<file path="src/rtl/franken_io_pkg.sv">
// Shared definitions for the franken_io peripheral: register select bits,
// status bit positions and the UART transmitter states.
package franken_io_pkg;

  localparam int unsigned IO_LEDS      = 0;
  localparam int unsigned IO_UART_DAT  = 1;
  localparam int unsigned IO_UART_CNTL = 2;

  localparam int unsigned ST_ACTIVE = 8;
  localparam int unsigned ST_FULL   = 9;
  localparam int unsigned ST_OVF    = 10;

  typedef enum logic [1:0] {
    IDLE  = 2'd0,
    START = 2'd1,
    DATA  = 2'd2,
    STOP  = 2'd3
  } tx_state_e;

endpackage

</file>
<file path="src/rtl/franken_sync_fifo.sv">
// Synchronous FIFO with registered full/empty flags. A push is accepted
// when full if a pop happens in the same cycle.
module franken_sync_fifo #(
  parameter int unsigned WIDTH = 8,
  parameter int unsigned DEPTH = 4
) (
  input  logic             clk,
  input  logic             reset,
  input  logic             push,
  input  logic             pop,
  input  logic [WIDTH-1:0] wdata,
  output logic [WIDTH-1:0] rdata_c,
  output logic             full,
  output logic             empty
);
  localparam int unsigned AW = (DEPTH > 1) ? $clog2(DEPTH) : 1;
  localparam int unsigned CW = AW + 1;

  logic [WIDTH-1:0] mem [DEPTH];
  logic [AW-1:0]    wr_ptr;
  logic [AW-1:0]    rd_ptr;
  logic [CW-1:0]    count;
  logic [CW-1:0]    count_nxt;
  logic             do_push;
  logic             do_pop;

  assign do_pop    = pop & ~empty;
  assign do_push   = push & (~full | do_pop);
  assign count_nxt = count + CW'(do_push) - CW'(do_pop);
  assign rdata_c   = mem[rd_ptr];

  always_ff @(posedge clk) begin
    if (!reset) begin
      wr_ptr <= '0;
      rd_ptr <= '0;
      count  <= '0;
      full   <= 1'b0;
      empty  <= 1'b1;
    end else begin
      if (do_push) wr_ptr <= wr_ptr + AW'(1);
      if (do_pop)  rd_ptr <= rd_ptr + AW'(1);
      count <= count_nxt;
      full  <= (count_nxt == CW'(DEPTH));
      empty <= (count_nxt == '0);
    end
  end

  // Storage needs no reset: the flags guard every read.
  always_ff @(posedge clk) begin
    if (do_push) mem[wr_ptr] <= wdata;
  end

endmodule

</file>
<file path="src/rtl/franken_io.sv">
// Memory-mapped IO page: LED register, 8N1 UART transmitter and status register.
// Define FRANKEN_IO_TX_FIFO_EN for a FIFO_DEPTH-entry TX FIFO; otherwise one holding register.
module franken_io
  import franken_io_pkg::*;
#(
  parameter int unsigned LED_W       = 6,
  parameter int unsigned CLK_HZ      = 27000000,
  parameter int unsigned BAUD        = 115200,
  parameter int unsigned FIFO_DEPTH  = 4,
  parameter int unsigned IO_PAGE_BIT = 22
) (
  input  logic             clk,
  input  logic             reset,
  input  logic [31:0]      addr,
  input  logic             wr_en,
  input  logic             rd_en,
  input  logic [31:0]      wdata,
  output logic             is_io,
  output logic [31:0]      rdata,
  output logic [LED_W-1:0] led,
  output logic             TXD
);
  localparam int unsigned DIV = CLK_HZ / BAUD;
  localparam int unsigned CW  = (DIV > 1) ? $clog2(DIV) : 1;

  if (DIV < 2 || FIFO_DEPTH < 2 || (FIFO_DEPTH & (FIFO_DEPTH - 1)) != 0) begin : g_bad_cfg
    $error("franken_io: CLK_HZ/BAUD must be >= 2 and FIFO_DEPTH a power of two >= 2");
  end

  tx_state_e        state;
  logic [CW-1:0]    baud_cnt;
  logic [2:0]       bit_idx;
  logic [7:0]       shreg;
  logic [LED_W-1:0] led_reg;
  logic             ovf;
  logic [2:0]       sel;
  logic             wr_leds;
  logic             push;
  logic             rd_io;
  logic             rd_cntl;
  logic             accept;
  logic             pop;
  logic             baud_last;
  logic             active;
  logic             buf_full;
  logic             buf_empty;
  logic [7:0]       buf_data;
  logic [31:0]      status;
  logic [31:0]      rd_val;
  logic             unused_bits;

  assign is_io       = addr[IO_PAGE_BIT];
  assign sel         = addr[4:2];
  assign wr_leds     = wr_en & is_io & sel[IO_LEDS];
  assign push        = wr_en & is_io & sel[IO_UART_DAT];
  assign rd_io       = rd_en & is_io;
  assign rd_cntl     = rd_io & sel[IO_UART_CNTL];
  assign baud_last   = (baud_cnt == CW'(DIV - 1));
  assign pop         = ~buf_empty & ((state == IDLE) | ((state == STOP) & baud_last));
  assign accept      = push & (~buf_full | pop);
  assign active      = (state != IDLE) | ~buf_empty;
  assign led         = ~led_reg;
  assign unused_bits = ^{addr, wdata};

`ifdef FRANKEN_IO_TX_FIFO_EN
  franken_sync_fifo #(
    .WIDTH (8),
    .DEPTH (FIFO_DEPTH)
  ) u_tx_fifo (
    .clk     (clk),
    .reset   (reset),
    .push    (accept),
    .pop     (pop),
    .wdata   (wdata[7:0]),
    .rdata_c (buf_data),
    .full    (buf_full),
    .empty   (buf_empty)
  );
`else
  logic       hold_vld;
  logic [7:0] hold_data;

  // Single holding register: refilled in the same cycle it is popped.
  always_ff @(posedge clk) begin
    if (!reset) begin
      hold_vld  <= 1'b0;
      hold_data <= '0;
    end else if (accept) begin
      hold_vld  <= 1'b1;
      hold_data <= wdata[7:0];
    end else if (pop) begin
      hold_vld  <= 1'b0;
    end
  end

  assign buf_full  = hold_vld;
  assign buf_empty = ~hold_vld;
  assign buf_data  = hold_data;
`endif

  always_comb begin
    status            = '0;
    status[ST_ACTIVE] = active;
    status[ST_FULL]   = buf_full;
    status[ST_OVF]    = ovf;
    rd_val            = '0;
    if (rd_io & sel[IO_LEDS]) rd_val = rd_val | 32'(led_reg);
    if (rd_cntl)              rd_val = rd_val | status;
  end

  // Bus side: LED register, sticky overflow (set beats clear), read data.
  always_ff @(posedge clk) begin
    if (!reset) begin
      led_reg <= '0;
      ovf     <= 1'b0;
      rdata   <= '0;
    end else begin
      if (wr_leds) led_reg <= wdata[LED_W-1:0];
      if (push & ~accept) ovf <= 1'b1;
      else if (rd_cntl)   ovf <= 1'b0;
      rdata <= rd_val;
    end
  end

  // TX framing: start bit, 8 data bits LSB first, stop bit, DIV cycles each.
  always_ff @(posedge clk) begin
    if (!reset) begin
      state    <= IDLE;
      baud_cnt <= '0;
      bit_idx  <= '0;
      shreg    <= '0;
      TXD      <= 1'b1;
    end else begin
      case (state)
        IDLE: begin
          if (pop) begin
            state    <= START;
            shreg    <= buf_data;
            baud_cnt <= '0;
            TXD      <= 1'b0;
          end
        end
        START: begin
          if (baud_last) begin
            state    <= DATA;
            baud_cnt <= '0;
            bit_idx  <= '0;
            TXD      <= shreg[0];
          end else begin
            baud_cnt <= baud_cnt + CW'(1);
          end
        end
        DATA: begin
          if (baud_last) begin
            baud_cnt <= '0;
            if (bit_idx == 3'd7) begin
              state <= STOP;
              TXD   <= 1'b1;
            end else begin
              bit_idx <= bit_idx + 3'd1;
              TXD     <= shreg[bit_idx + 3'd1];
            end
          end else begin
            baud_cnt <= baud_cnt + CW'(1);
          end
        end
        STOP: begin
          if (baud_last) begin
            baud_cnt <= '0;
            if (pop) begin
              state <= START;
              shreg <= buf_data;
              TXD   <= 1'b0;
            end else begin
              state <= IDLE;
            end
          end else begin
            baud_cnt <= baud_cnt + CW'(1);
          end
        end
        default: state <= IDLE;
      endcase
    end
  end

endmodule

</file>
<file path="config.mk">
export PLATFORM = sky130hd
export DESIGN_NAME = franken_io
export DESIGN_NICKNAME = d
export VERILOG_FILES = /design/src/rtl/franken_io_pkg.sv /design/src/rtl/franken_sync_fifo.sv /design/src/rtl/franken_io.sv
export SDC_FILE = /design/constraint.sdc
export NUM_CORES = 1
export LEC_CHECK = 0
export CAP_MARGIN = 10
export CORE_AREA = 2 2 100 102
export CTS_CLUSTER_DIAMETER = 150
export DETAILED_ROUTE_END_ITERATION = 8
export DIE_AREA = 0 0 102 104
export HOLD_SLACK_MARGIN = 0.08
export PLACE_DENSITY = 0.61
export SLEW_MARGIN = 5
export SYNTH_ARGS = -nofsm -noshare
export SYNTH_HDL_FRONTEND = slang
export SYNTH_SLANG_ARGS = --single-unit
</file>
<file path="constraint.sdc">
create_clock -name clk -period 4.24 [get_ports clk]
set_input_delay 0.848 -clock clk [delete_from_list [all_inputs] [get_ports clk]]
set_output_delay 0.848 -clock clk [all_outputs]
set_load 0.02 [all_outputs]
</file>
==> results of run 1 <==
worst paths after layout:
path	slack [ns]	end	from
setup reg to reg	2.31	shreg[1]$_SDFFE_PN0P_	state[0]$_SDFFE_PN0P_
hold reg to reg	0.47	rdata[10]$_SDFF_PN0_	ovf$_SDFFE_PN0P_
setup / recovery	1.32	is_io	addr[22]
hold / removal	0.47	rdata[10]$_SDFF_PN0_	ovf$_SDFFE_PN0P_
cell usage in the layout (no fill, tap or decap), types with 3 or more instances in the layout:
master and count:
conb_1 23, nand3_1 23, nand2_1 4, a21oi_1 24, dfxtp_1 47, mux2i_1 6
and4_1 3, inv_1 11, clkbuf_8 5, ha_1 9, o211ai_1 4, and3_1 4
clkdlybuf4s50_1 32, a31oi_1 3, nor2_1 14, nor3_1 5, and2_1 10, nand2b_1 6
o21ai_0 20
metal layers:
layer,vias up,GRT usage
li1,931,-
met1,868,0.1206
met2,50,0.1565
met3,6,0.03226
met4,0,0.03143
met5,-,0
cell type report:
class	instances	area, um2
Clock buffer	5	68.82
Clock inverter	2	13.76
Fill cell	1039	6790
Inverter	12	45.04
Multi-Input combinational cell	188	1204
Sequential cell	47	940.9
Tap cell	133	166.4
Timing Repair Buffer	32	320.3
power groups by stage:
stage	clock, uW	sequential (uW)	combinational, uW
floorplan	0	490	208
global placement	0	489	266
detailed placement	0	491	269
CTS	271	480	271
global route	293	484	300
finish	264	480	271
cells by family (layout without fill, tap and decap cells):
family,count (synthesis),in the layout,share of synthesized area
buffers and inverters,48,51,0.1192
muxes,10,10,0.05452
other,1,23,0.001602
DFF,47,47,0.4019
AOI/OAI and AO/OA,68,68,0.1903
adders and majority gates,9,9,0.04810
and+or+nand+nor,78,78,0.1844
metrics by stage:
step / setup slack, ns / power (uW)
after floorplan: 2.410 / 697.6
after global placement: 1.310 / 754.8
after detailed placement: 1.306 / 760.2
after CTS: 1.308 / 1022
after global routing: 1.254 / 1077
final: 1.321 / 1015
==> flow_summary.toml, run 1 <==
[run_status]
status = "completed"

[final_layout]
final_cells = 419
largest_reg_flops = 9
num_antenna_cells = 0
post-route-util = 0.2889
layout.nets = 363
finalInstanceArea_um2 = 2759
drive_gt1_frac = 0.07692
regMostFlops = "rdata"
area_delta_synth_final_pct = 17.85

[pwr]
clock_power_share = 0.260
ir_worst_vdd_v = 0.0001674
p_switching_uw = 343.6
powerDensity_nw_per_um2 = 367.8
internal_power_uw = 671.2
swShare = 0.3386
p_leak_uw = 0.001031
seqPwrFrac = 0.473
pwr-share-comb = 0.267

[cts]
path_clk_slew_ns = 0.08
htree_levels = 2
clock_latency_ns = 0.30
cts_tree = "built"
hold_buffers = 0
cts_setup_buffers = 0
clockBufferDepth = 2
cts_root_buf = "clkbuf_8"
cts_inserted_buffers = 5
cts.sinks = 47
post_cts_resize_count = 0

[sta]
finalSetupTns_ns = 0
fmax_mhz = 342.6
fin_crit_ns = 2.919
worst_slew_pin_slew_ns = 1.021
maxSlewHeadroom = 0.3187
clock_skew_ns = 0.005284
hold_violations = 0
rsz0062_at_grt = "false"
setup_viol = 0
finalCritPeriodShare = 0.6884
holdWs_ns = 0.4726
drv_slew = 0

[detailed_routing]
met2_length_um = 2350
drt_iter0_markers = 80
routedWlPerCell_um = 11.84
drc = 0
routed.top_layer = "met4"
wl_um = 4959
via_per_inst = 4.427
route.met3.wl_um = 263
ant_nets = 0
firstDrtPassIters = 4
met1_length_um = 2277
vias = 1855

[floorplan]
dieArea_um2 = 10610
die_w_um = 102
pin_count = 108
start_util = 0.2452
dieHeight_um = 104
num_rows = 36
core_um2 = 9549

[synthesis]
yosys_warnings = 0
synth_largest_area_cell = "dfxtp_1"
synth_edf_count = 0
yosys.area.top_type_share = 0.4019
synth_area_leaders = "dfxtp_1, buf_4, a21oi_1"
synth_top_flop_cell = "dfxtp_1"
synth_cells = 261
synth_area_um2 = 2341
seq_area_frac_synth = 0.4019
syn_area_per_cell_um2 = 8.969
async_flop_share = 0
synth.most_common_cell = "dfxtp_1"
yosysUniqueCellTypes = 46
synth_commonest_cells = "dfxtp_1, buf_4, a21oi_1"
synth_seq_cells = 47

[setup_path]
r2r.worst_path.cells = 6
cp.required_ns = 3.39
crit_type = "in -> out"
timing.critical_path.mode_cell = "clkdlybuf4s50_1"
critPathBufInv = 2
cp.depth = 2
critical_path.top_delay_family = "buffers and inverters"
crit_slowest_cell = "clkdlybuf4s50_1"
arrival_ns = 2.07
critPathMaxFanout = 7
critPathCaptureType = "output pin"
start_kind = "input pin"
crit_chain = "clkdlybuf4s50_1 > clkdlybuf4s50_1"
max_stage_delay_ns = 0.65

[place]
placed_cell_area_um2 = 2676
dp_hpwl_um = 3669
gp_congestion = 0.7165
portBuffers = 32
dp.cells = 412

[global_routing]
grt_max_degree = 33
grt_pass1_wl_um = 8280
grt_usage = 0.09693
overflow = 0
grt_pass1_vias = 1746
antenna_found_initial = 0

[hold_path]
holdPathStages = 1
hold_class = "reg -> reg"

[job]
drv_cap = 0
No activity file was read; power rests on OpenSTA's default activity.
==> run 2: changes to the inputs <==
==> constraint.sdc (replaced) <==
create_clock -name clk -period 2.8 [get_ports clk]
set_input_delay 0.56 -clock clk [delete_from_list [all_inputs] [get_ports clk]]
set_output_delay 0.56 -clock clk [all_outputs]
set_load 0.02 [all_outputs]
==> run 2 against run 1 <==
  * Clock skew grew 0.0047 ns
  * Cell count grew 0.95%
  * Sequential power grew 52%
  * Critical path depth is the same
  * Sequential share of layout area shrank 0.38 points
  * Non-clock buffer count grew 3
  * Global-route usage shrank 0.29 points
  * Core utilization grew 0.33 points
==> flow_summary.toml, run 2 (same netlist as run 1, synthesis figures left out) <==
[final_layout]
area_delta_synth_final_pct = 19.19
final_cells = 423
fillers = 1033
layout.nets = 366
num_antenna_cells = 0
largest_reg_flops = 9
layout_commonest_cell = "dfxtp_1"
final_cell_mix = "dfxtp_1, clkdlybuf4s50_1, a21oi_1"
regMostFlops = "rdata"
drive_gt1_frac = 0.08966

[sta]
finalCritPeriodShare = 0.8377
setup_slack_ns = 0.4546
finalSetupTns_ns = 0
clock_skew_ns = 0.009960
worst_slew_pin_slew_ns = 0.5845
fin_crit_ns = 2.345
maxSlewHeadroom = 0.6103
rsz0062_at_grt = "false"
hold_violations = 0
setup_viol = 0
fmax_mhz = 426.4
drv_slew = 0

[detailed_routing]
ant_nets = 0
via_per_inst = 4.355
routedWlPerCell_um = 11.69
vias = 1842
drt_iter0_markers = 56
drc = 0
firstDrtPassIters = 4
wl_um = 4945

[setup_path]
r2r.worst_path.cells = 6
cp.required_ns = 2.24
critical_path.top_delay_family = "buffers and inverters"
start_kind = "input pin"
critPathBufInv = 2
max_stage_delay_ns = 0.65
critPathCaptureType = "output pin"
arrival_ns = 1.79
timing.critical_path.mode_cell = "clkdlybuf4s50_1"
cp.depth = 2
crit_type = "in -> out"
crit_chain = "clkdlybuf4s50_1 > clkdlybuf4s50_1"
critPathMaxFanout = 7
crit_slowest_cell = "clkdlybuf4s50_1"

[cts]
clockBufferDepth = 2
cts_setup_buffers = 0
cts_tree = "built"
clock_latency_ns = 0.31
cts_root_buf = "clkbuf_8"
cts_inserted_buffers = 5
path_clk_slew_ns = 0.10
hold_buffers = 0
htree_levels = 2
post_cts_resize_count = 0
cts.sinks = 47

[global_routing]
grt_max_degree = 17
grt_usage = 0.09405
grt_pass1_wl_um = 8204
overflow = 0
grt_pass1_vias = 1725
antenna_found_initial = 0

[pwr]
powerDensity_nw_per_um2 = 563.5
p_leak_uw = 0.001050
ir_worst_vdd_v = 0.0002554

[place]
place_worst_setup_slack_ns = 0.4423
portBuffers = 32
dp_hpwl_um = 3711
dp.cells = 415
gp_congestion = 0.7316

[floorplan]
dieHeight_um = 104
core_um2 = 9549
start_util = 0.2452
pin_count = 108
num_rows = 36
die_w_um = 102
dieArea_um2 = 10610

[run_status]
status = "completed"

[job]
drv_cap = 0

[hold_path]
hold_class = "reg -> reg"
holdPathStages = 2
run 2: changes by cell type in the layout (fill, tap and decap cells not counted):
cell   delta
buf_4     +3
inv_6     +1
run 2: cell type report:
type                            instances  area (um2)  area share
Clock buffer                            5       68.82     0.02466
Clock inverter                          3       22.52    0.008072
Inverter                               12       45.04     0.01614
Multi-Input combinational cell        188        1204      0.4314
Sequential cell                        47       940.9      0.3372
Tap cell                              133       166.4     0.05964
Timing Repair Buffer                   35       342.8      0.1229
run 2: path summary, 6_finish.rpt:
check | from | to | slack, ns
setup / recovery | addr[22] | is_io | 0.45
hold reg to reg | buf_data[5]$_SDFFE_PN0P_ | shreg[5]$_SDFFE_PN0P_ | 0.48
setup reg to reg | state[0]$_SDFFE_PN0P_ | shreg[6]$_SDFFE_PN0P_ | 0.87
hold / removal | buf_data[5]$_SDFFE_PN0P_ | shreg[5]$_SDFFE_PN0P_ | 0.48
run 2: power by group:
group,internal (uW),total (uW),switching [uW]
clock,179,432,253
combinational,150,412,262
sequential,698,728,30.2
run 2: routing by layer:
layer | GRT usage | vias to the layer above | routed length, um
li1 | - | 940 | -
met1 | 0.1215 | 855 | 2308
met2 | 0.1499 | 41 | 2356
met3 | 0.02554 | 6 | 222
met4 | 0.03238 | 0 | 58
met5 | 0 | - | 0
run 2: stage by stage:
stage / power, uW / hold slack, ns / area (um2) / utilization
finish: 1572 / 0.4807 / 2790 / 0.2922
global route: 1662 / 0.4980 / 2790 / 0.2922
CTS: 1586 / 0.4816 / 2790 / 0.2922
detailed placement: 1158 / 0.4605 / 2699 / 0.2826
global placement: 1148 / 0.4562 / 2699 / 0.2826
floorplan: 1056 / 0.4307 / 2424 / -
